### config.mk
export PLATFORM = sky130hd
export DESIGN_NAME = spi_xfer_ctrl
export DESIGN_NICKNAME = d
export VERILOG_FILES = /design/src/rtl/spi_xfer_pkg.sv /design/src/rtl/spi_delay_cnt.sv /design/src/rtl/spi_xfer_ctrl.sv
export SDC_FILE = /design/constraint.sdc
export NUM_CORES = 1
export LEC_CHECK = 0
export CAP_MARGIN = 25
export CORE_UTILIZATION = 34
export CTS_CLUSTER_SIZE = 28
export DETAILED_ROUTE_END_ITERATION = 7
export GPL_ROUTABILITY_DRIVEN = 0
export HOLD_SLACK_MARGIN = 0.08
export PLACE_DENSITY = 0.7
export SYNTH_ARGS = -nofsm -noshare
export SYNTH_HDL_FRONTEND = slang
export SYNTH_SLANG_ARGS = --single-unit
### constraint.sdc
create_clock -name clk_i -period 3.23 [get_ports clk_i]
set_clock_uncertainty 0.2 [all_clocks]
set_input_delay 0.323 -clock clk_i [delete_from_list [all_inputs] [get_ports clk_i]]
set_output_delay 0.323 -clock clk_i [all_outputs]
set_load 0.02 [all_outputs]
### src/rtl/spi_xfer_pkg.sv
// Shared types and constants for the SPI transaction controller.
package spi_xfer_pkg;

  typedef enum logic [2:0] {
    StIdle,
    StSetup,
    StIssue,
    StBusy,
    StResp,
    StNext,
    StHold,
    StGap
  } state_e;

  localparam int unsigned TimeoutCyclesDefault = 65535;

endpackage

### src/rtl/spi_delay_cnt.sv
// Loadable down-counter; done_o is high once the count reaches zero.
module spi_delay_cnt import spi_xfer_pkg::*; #(
  parameter int unsigned CntWidth = 8
) (
  input  logic                clk_i,
  input  logic                rst_ni,
  input  logic                load_i,
  input  logic [CntWidth-1:0] load_val_i,
  output logic                done_o
);

  logic [CntWidth-1:0] r_cnt;

  always_ff @(posedge clk_i) begin
    if (!rst_ni) begin
      r_cnt <= '0;
    end else if (load_i) begin
      r_cnt <= load_val_i;
    end else if (r_cnt != '0) begin
      r_cnt <= r_cnt - CntWidth'(1);
    end
  end

  assign done_o = (r_cnt == '0);

endmodule

### src/rtl/spi_xfer_ctrl.sv
// SPI transaction controller: chip-select sequencing, start/done handshake and RX return.
// Optional done-tick watchdog enabled by defining SPI_XFER_TIMEOUT_EN.
module spi_xfer_ctrl import spi_xfer_pkg::*; #(
  parameter int unsigned WordLength    = 24,
  parameter int unsigned CntWidth      = 8,
  parameter int unsigned TimeoutCycles = TimeoutCyclesDefault
) (
  input  logic                  clk_i,
  input  logic                  rst_ni,
  input  logic [WordLength-1:0] tx_data_i,
  input  logic                  tx_last_i,
  input  logic                  tx_valid_i,
  output logic                  tx_ready_o,
  output logic [WordLength-1:0] rx_data_o,
  output logic                  rx_valid_o,
  input  logic                  rx_ready_i,
  input  logic [CntWidth-1:0]   cs_setup_i,
  input  logic [CntWidth-1:0]   cs_hold_i,
  input  logic [CntWidth-1:0]   cs_gap_i,
  output logic                  ss_n_o,
  output logic                  busy_o,
  output logic                  err_timeout_o,
  output logic [WordLength-1:0] spi_din_o,
  output logic                  spi_start_o,
  input  logic                  spi_ready_i,
  input  logic                  spi_done_tick_i,
  input  logic [WordLength-1:0] spi_dout_i
);

  state_e                r_state, w_state_next;
  logic                  r_ss_n, r_last, r_rx_valid;
  logic [WordLength-1:0] r_din, r_rx_data;
  logic                  w_tx_ready, w_tx_accept, w_timeout;
  logic                  w_cnt_load, w_cnt_done;
  logic [CntWidth-1:0]   w_cnt_val;

  spi_delay_cnt #(
    .CntWidth(CntWidth)
  ) u_delay_cnt (
    .clk_i     (clk_i),
    .rst_ni    (rst_ni),
    .load_i    (w_cnt_load),
    .load_val_i(w_cnt_val),
    .done_o    (w_cnt_done)
  );

`ifdef SPI_XFER_TIMEOUT_EN
  localparam int unsigned WdogWidth = $clog2(TimeoutCycles + 1);
  logic [WdogWidth-1:0] r_wdog;

  // Restarts on every entry to BUSY; fires on the TimeoutCycles-th BUSY cycle.
  always_ff @(posedge clk_i) begin
    if (!rst_ni || r_state != StBusy) begin
      r_wdog <= '0;
    end else begin
      r_wdog <= r_wdog + WdogWidth'(1);
    end
  end

  assign w_timeout = (r_state == StBusy) && !spi_done_tick_i &&
                     (r_wdog == WdogWidth'(TimeoutCycles - 1));
`else
  logic w_unused_timeout;
  assign w_unused_timeout = |TimeoutCycles;
  assign w_timeout        = 1'b0;
`endif

  assign w_tx_accept = tx_valid_i && w_tx_ready;

  always_ff @(posedge clk_i) begin
    if (!rst_ni) begin
      r_state <= StIdle;
    end else begin
      r_state <= w_state_next;
    end
  end

  always_comb begin
    w_state_next = r_state;
    w_cnt_load   = 1'b0;
    w_cnt_val    = '0;
    case (r_state)
      StIdle: begin
        if (w_tx_accept) begin
          w_state_next = StSetup;
          w_cnt_load   = 1'b1;
          w_cnt_val    = cs_setup_i;
        end
      end
      StSetup: if (w_cnt_done) w_state_next = StIssue;
      StIssue: if (spi_ready_i) w_state_next = StBusy;
      StBusy: begin
        if (spi_done_tick_i) begin
          w_state_next = StResp;
        end else if (w_timeout) begin
          w_state_next = StHold;
          w_cnt_load   = 1'b1;
          w_cnt_val    = cs_hold_i;
        end
      end
      StResp: begin
        if (rx_ready_i) begin
          if (r_last) begin
            w_state_next = StHold;
            w_cnt_load   = 1'b1;
            w_cnt_val    = cs_hold_i;
          end else begin
            w_state_next = StNext;
          end
        end
      end
      StNext: if (w_tx_accept) w_state_next = StIssue;
      StHold: begin
        if (w_cnt_done) begin
          w_state_next = StGap;
          w_cnt_load   = 1'b1;
          w_cnt_val    = cs_gap_i;
        end
      end
      StGap: if (w_cnt_done) w_state_next = StIdle;
      default: w_state_next = StIdle;
    endcase
  end

  always_comb begin
    w_tx_ready  = rst_ni && ((r_state == StIdle) || (r_state == StNext));
    spi_start_o = (r_state == StIssue) && spi_ready_i;
    busy_o      = (r_state != StIdle);
  end

  always_ff @(posedge clk_i) begin
    if (!rst_ni) begin
      r_ss_n     <= 1'b1;
      r_last     <= 1'b0;
      r_din      <= '0;
      r_rx_data  <= '0;
      r_rx_valid <= 1'b0;
    end else begin
      if (w_tx_accept) begin
        r_din  <= tx_data_i;
        r_last <= tx_last_i;
      end
      if (r_state == StIdle && w_tx_accept) begin
        r_ss_n <= 1'b0;
      end else if (r_state == StHold && w_cnt_done) begin
        r_ss_n <= 1'b1;
      end
      if (r_state == StBusy && spi_done_tick_i) begin
        r_rx_data  <= spi_dout_i;
        r_rx_valid <= 1'b1;
      end else if (r_state == StResp && rx_ready_i) begin
        r_rx_valid <= 1'b0;
      end
    end
  end

  assign tx_ready_o    = w_tx_ready;
  assign rx_data_o     = r_rx_data;
  assign rx_valid_o    = r_rx_valid;
  assign ss_n_o        = r_ss_n;
  assign spi_din_o     = r_din;
  assign err_timeout_o = w_timeout;

endmodule

-- Word level (Yosys, flattened, before mapping)
Index checks and enable logic that the tools add are counted.
- register bits after elaboration: 62
- bits of input ports: 79
- output and inout bits: 54
- word-level logic and storage cells: 65
- $add $sub $neg: 1
- equality and inequality tests: 15
- muxes and demuxes: 26
- reductions and logical operators: 16
- operators with widths (operator ; count):
    $mux 8 ; 6
    $mux 3 ; 8
    $pmux 3 s8 ; 1
    $pmux 8 s3 ; 1
    $ne 2x2->1 const B ; 8
    $eq 3x3->1 const B ; 4
    $logic_not 8->1 ; 1
    $mux 1 ; 8
    $reduce_and 8->1 ; 1
    $reduce_bool 8->1 ; 1
    $sub 8x1->8 const B ; 1
    $logic_and 1x1->1 ; 7
    $eq 3x2->1 const B ; 2
    $reduce_bool 2->1 ; 3
    $eq 3x1->1 const B ; 1
    $logic_not 3->1 ; 1
    $pmux 1 s3 ; 1
    $reduce_bool 3->1 ; 1
    $mux 2 ; 1
    $logic_or 1x1->1 ; 1

-- Longest topological paths before layout
- word-level depth: 7
- gate-level depth with buffers: 8
- mapped depth without buffers: 7

-- Modules after synthesis
Synthesis repeated with hierarchy kept, for this count alone.
- cells, all modules: 335
- area total of the unflattened synthesis: 2645.0 µm²
- by module, submodules not included (module ; instances ; cells an instance ; area an instance (µm²)):
    spi_xfer_ctrl ; 1 ; 284 ; 2187.1
    spi_delay_cnt ; 1 ; 51 ; 457.9

-- Least setup slack after synthesis
OpenSTA, ideal clock, no wires.
- path type: register to register
- from: register r_state[0]
- to: register r_din[10] (netlist: spi_din_o[10])
- setup time: 113 ps
- data arrival time: 1792 ps
- required time: 2917 ps
- setup slack: 1125 ps
- stages on the path, launching flop included: 8
- path buffers: 2
- clock period less this slack: 2105 ps
- path through: dfxtp_1 -> buf_2 -> xor2_1 -> nor3b_1 -> nand2_1 -> clkbuf_1 -> nand3_1 -> nand2_1
- word-level cells in the longest chain between the ends: 4
- ends and longest elaborated chain (item ; line ; source):
    start, declared ; spi_xfer_ctrl.sv:30 ; state_e r_state, w_state_next;
    start signal, assigned ; spi_xfer_ctrl.sv:72 ; r_state <= StIdle;
    start signal, assigned ; spi_xfer_ctrl.sv:74 ; r_state <= w_state_next;
    $eq 3x3->1 / $logic_not 3->1 (equally long branches) ; spi_xfer_ctrl.sv:126 ; w_tx_ready = rst_ni && ((r_state == StIdle) || (r_state == StNext));
    $logic_or 1x1->1 * ; spi_xfer_ctrl.sv:126 ;
    $logic_and 1x1->1 * ; spi_xfer_ctrl.sv:126 ;
    named net tx_ready_o ; spi_xfer_ctrl.sv:13 ; output logic tx_ready_o,
    $logic_and 1x1->1 * ; spi_xfer_ctrl.sv:68 ; assign w_tx_accept = tx_valid_i && w_tx_ready;
    end signal, assigned ; spi_xfer_ctrl.sv:140 ; r_din <= tx_data_i;
    end, declared ; spi_xfer_ctrl.sv:32 ; logic [WordLength-1:0] r_din, r_rx_data;
The timed path passes the listed nets; every way through them passes the cells marked *.
A chain may end at the register's enable or synchronous reset.

-- Worst setup path after layout
- from: register r_state[2]
- to: output port tx_ready_o
- word-level cells in the longest chain between the ends: 3
- ends and longest elaborated chain (item ; line):
    $eq 3x3->1 / $logic_not 3->1 (equally long branches) ; spi_xfer_ctrl.sv:126
    $logic_or 1x1->1 * ; spi_xfer_ctrl.sv:126
    $logic_and 1x1->1 * ; spi_xfer_ctrl.sv:126
    end, declared ; spi_xfer_ctrl.sv:13
Every way passes the cells marked *; elsewhere a longest branch is shown, timed or not.

==> run summary <==
WS Path Type = register to primary output
minimum clock period = 2.633 ns
worst slack at placement = 0.8504 ns
final hold violation count = 0
P_int = 1.660 mW
# hold bufs at CTS = 0
Clk pwr share = 0.233
placeable core region = 0.007408 mm^2
Levels on crit path = 3
post-route ant nets = 0
Worst-Skew Late Latency = 0.34 ns
CP Max Fanout = 14
Root Driver = clkbuf_8
final net count = 537
RR Startpoint = r_state[0]
IO Port Bufs = 131
TritonCTS clock tree = yes
RSZ-0062 raised after global routing = no
Synth Instances = 331
Leak = 1.610 nW
Reg2Reg Depth = 6
CP endpoint kind = primary output
DR vias = 2678
part of the power in registers = 0.394
area share of the largest cell type after synthesis = 0.4651
final WL = 7349 um
yosys warns = 0
CTS Buffer Depth = 2
crit path from = r_state[2]
placed cell area = 0.004041 mm^2
Max VDD drop = 0.3197 mV
Antenna Cells = 0
cell accounting for the most synthesized area = dfxtp_1
std cell rows = 31
I/O pin cnt = 133
hold path depth = 2
largest net degree at the start of global routing = 40
Worst EP arrival = 2.11 ns
initial antenna violation count = 0
synthesized area per cell = 8.063 um^2
number of gates resized after CTS = 0
mapped cell area = 0.002669 mm^2
Max Slew Vio Count = 0
Detail Placement HPWL = 5170 um
die area = 0.008207 mm^2
Post-CTS Repair Setup Buffers = 0
Largest stage delay, worst path = 0.69 ns
Worst-path clk slew = 0.07 ns
die width = 90.60 um
Worst Path Buf+Inv = 1
post-synth cell types = 36
Fin Hold WS = 0.2010 ns
Async SR Flop Fraction = 0
register area share after synthesis = 0.4651
Syn Nets = 412
GRT Total Usage = 0.1876
most frequent cells after synthesis = 113 x nand2_1, 62 x dfxtp_1, 27 x nand3_1
logic gate share of total power = 0.373
die height = 90.60 um
outcome = finished clean
CTS Sinks = 62
first-pass GRT wire length = 12410 um
CP max-delay cell = clkdlybuf4s50_1
Tot Pwr = 2.578 mW
FF-to-FF End = u_delay_cnt.r_cnt[1]
predominant post-synthesis flop cell = dfxtp_1
Power Dens Cells = 611.3 mW/mm^2
initial drt markers = 71
DR vias/cell = 4.782
Area Growth Syn to Fin = 58.04%
relative slew slack = 0.4759
worst slew pin tran = 0.7843 ns
Setup WS post-layout = 0.5966 ns
Setup crit end = tx_ready_o
number of H-tree levels = 3
layout cells sized above 1 = 0.06291
Setup TNS Final = 0 ns
Sw Pwr = 918.5 uW
global route overflow = 0
TritonCTS Buffers = 9
R2R Setup Slk = 0.96 ns
starting density of the core = 0.3602
Hold Path Class = input pin to register
Fmax = 379.7 MHz
Setup-failing EPs final = 0
cell class contributing the biggest share of worst-path delay = buffers and inverters
Worst EP required = 2.71 ns
drt first pass iters = 6
Post-synth EDFFs = 0
Synth area leaders = dfxtp_1 47%, nand2_1 16%, a21boi_0 7.3%, nand3_1 5.1%, a222oi_1 3.0%
# Max-Cap Violations = 0
Final Cell Area = 0.004218 mm^2
critical path startpoint category = register
switching share of total power = 0.3562
residual DRC count = 0
synthesized flop and latch total = 62
vias in the first global route = 2633
Final Cycle Share = 0.8153
most common cell in the netlist = nand2_1
Cell Chain, Critical Path = xor2_1 > nor3b_1 > clkdlybuf4s50_1
Avg WL per Cell = 13.12 um
-- power by group through the flow --
stage / Clock [mW] / Sequential, mW / Combinational, mW
6_report: 0.602 / 1.02 / 0.961
3_5_place_dp: 0 / 1.03 / 0.963
5_1_grt: 0.665 / 1.04 / 1.07
3_3_place_gp: 0 / 1.03 / 0.946
2_1_floorplan: 0 / 1.09 / 0.522
4_1_cts: 0.624 / 1.02 / 0.970
-- registers in the layout, summed over array words and instances, names as in the netlist --
signal and flops:
r_last 1, r_state 3, rx_data_o 24, rx_valid_o 1, spi_din_o 24, ss_n_o 1
u_delay_cnt.r_cnt 8
-- placed cells by master (no fill, tap or decap), drive strengths merged --
cell	netlist	routed
or4	1	1
nor4	3	3
nor2	8	8
a32oi	1	1
conb	1	1
a222oi	8	8
o21ai	9	9
a311oi	1	1
a21boi	26	26
clkinvlp	0	4
and2	1	1
buf	12	8
xor2	6	6
nand2	113	113
nor3b	2	2
clkdlybuf4s50	0	130
a21oi	8	8
inv	4	4
or3	1	1
nand3b	2	2
clkinv	0	1
xnor2	1	1
clkbuf	12	11
nor3	6	6
o31ai	1	1
and3	2	2
mux2i	2	2
nand3	27	27
nand2b	3	3
o221a	1	1
a31oi	2	2
ha	2	2
nor2b	3	3
dfxtp	62	62
-- worst min-delay path by stage --
stage / startpoint / to / slack, ns
6_report: rst_ni / ss_n_o / 0.20
5_1_grt: rst_ni / ss_n_o / 0.22
4_1_cts: rst_ni / ss_n_o / 0.19
3_5_place_dp: spi_din_o[3] / spi_din_o[3] / 0.24
3_3_place_gp: spi_din_o[15] / spi_din_o[15] / 0.24
2_1_floorplan: tx_data_i[0] / spi_din_o[0] / 0.22
-- metal layers --
metal	up-vias	part of all wire	global-route usage	wire length (um)
met5	-	0	0	0
met1	1225	0.42	0.2224	3085
li1	1361	-	-	-
met4	0	0.016	0.07258	121
met2	81	0.50	0.3150	3640
met3	11	0.068	0.05808	501
-- kinds of logic (layout without fill, tap and decap cells) --
group                      count (synthesis)  count (layout)  synth area share
muxes                                      2               2          0.007501
other                                      1               1          0.001405
adders and majority gates                  2               2          0.009375
DFF                                       62              62            0.4651
AOI/OAI and AO/OA                         57              57            0.1622
and+or+nand+nor                          172             172            0.2846
xor gates and xnor gates                   7               7           0.02297
buffers and inverters                     28             158           0.04688
-- final cells by class --
class	instances	area (um^2)
Clock buffer	11	141.4
Tap cell	99	123.9
Sequential cell	62	1241
Inverter	4	15.01
Timing Repair Buffer	138	1359
Multi-Input combinational cell	241	1303
Clock inverter	5	35.03
Fill cell	682	3191
-- metrics by stage --
step / cells / utilization
after detailed placement: 544 / 0.5455
final: 560 / 0.5693
after global routing: 560 / 0.5693
after global placement: 544 / 0.5455
after floorplan: 331 / -
after CTS: 560 / 0.5693
No activity file was read; power rests on OpenSTA's default activity.
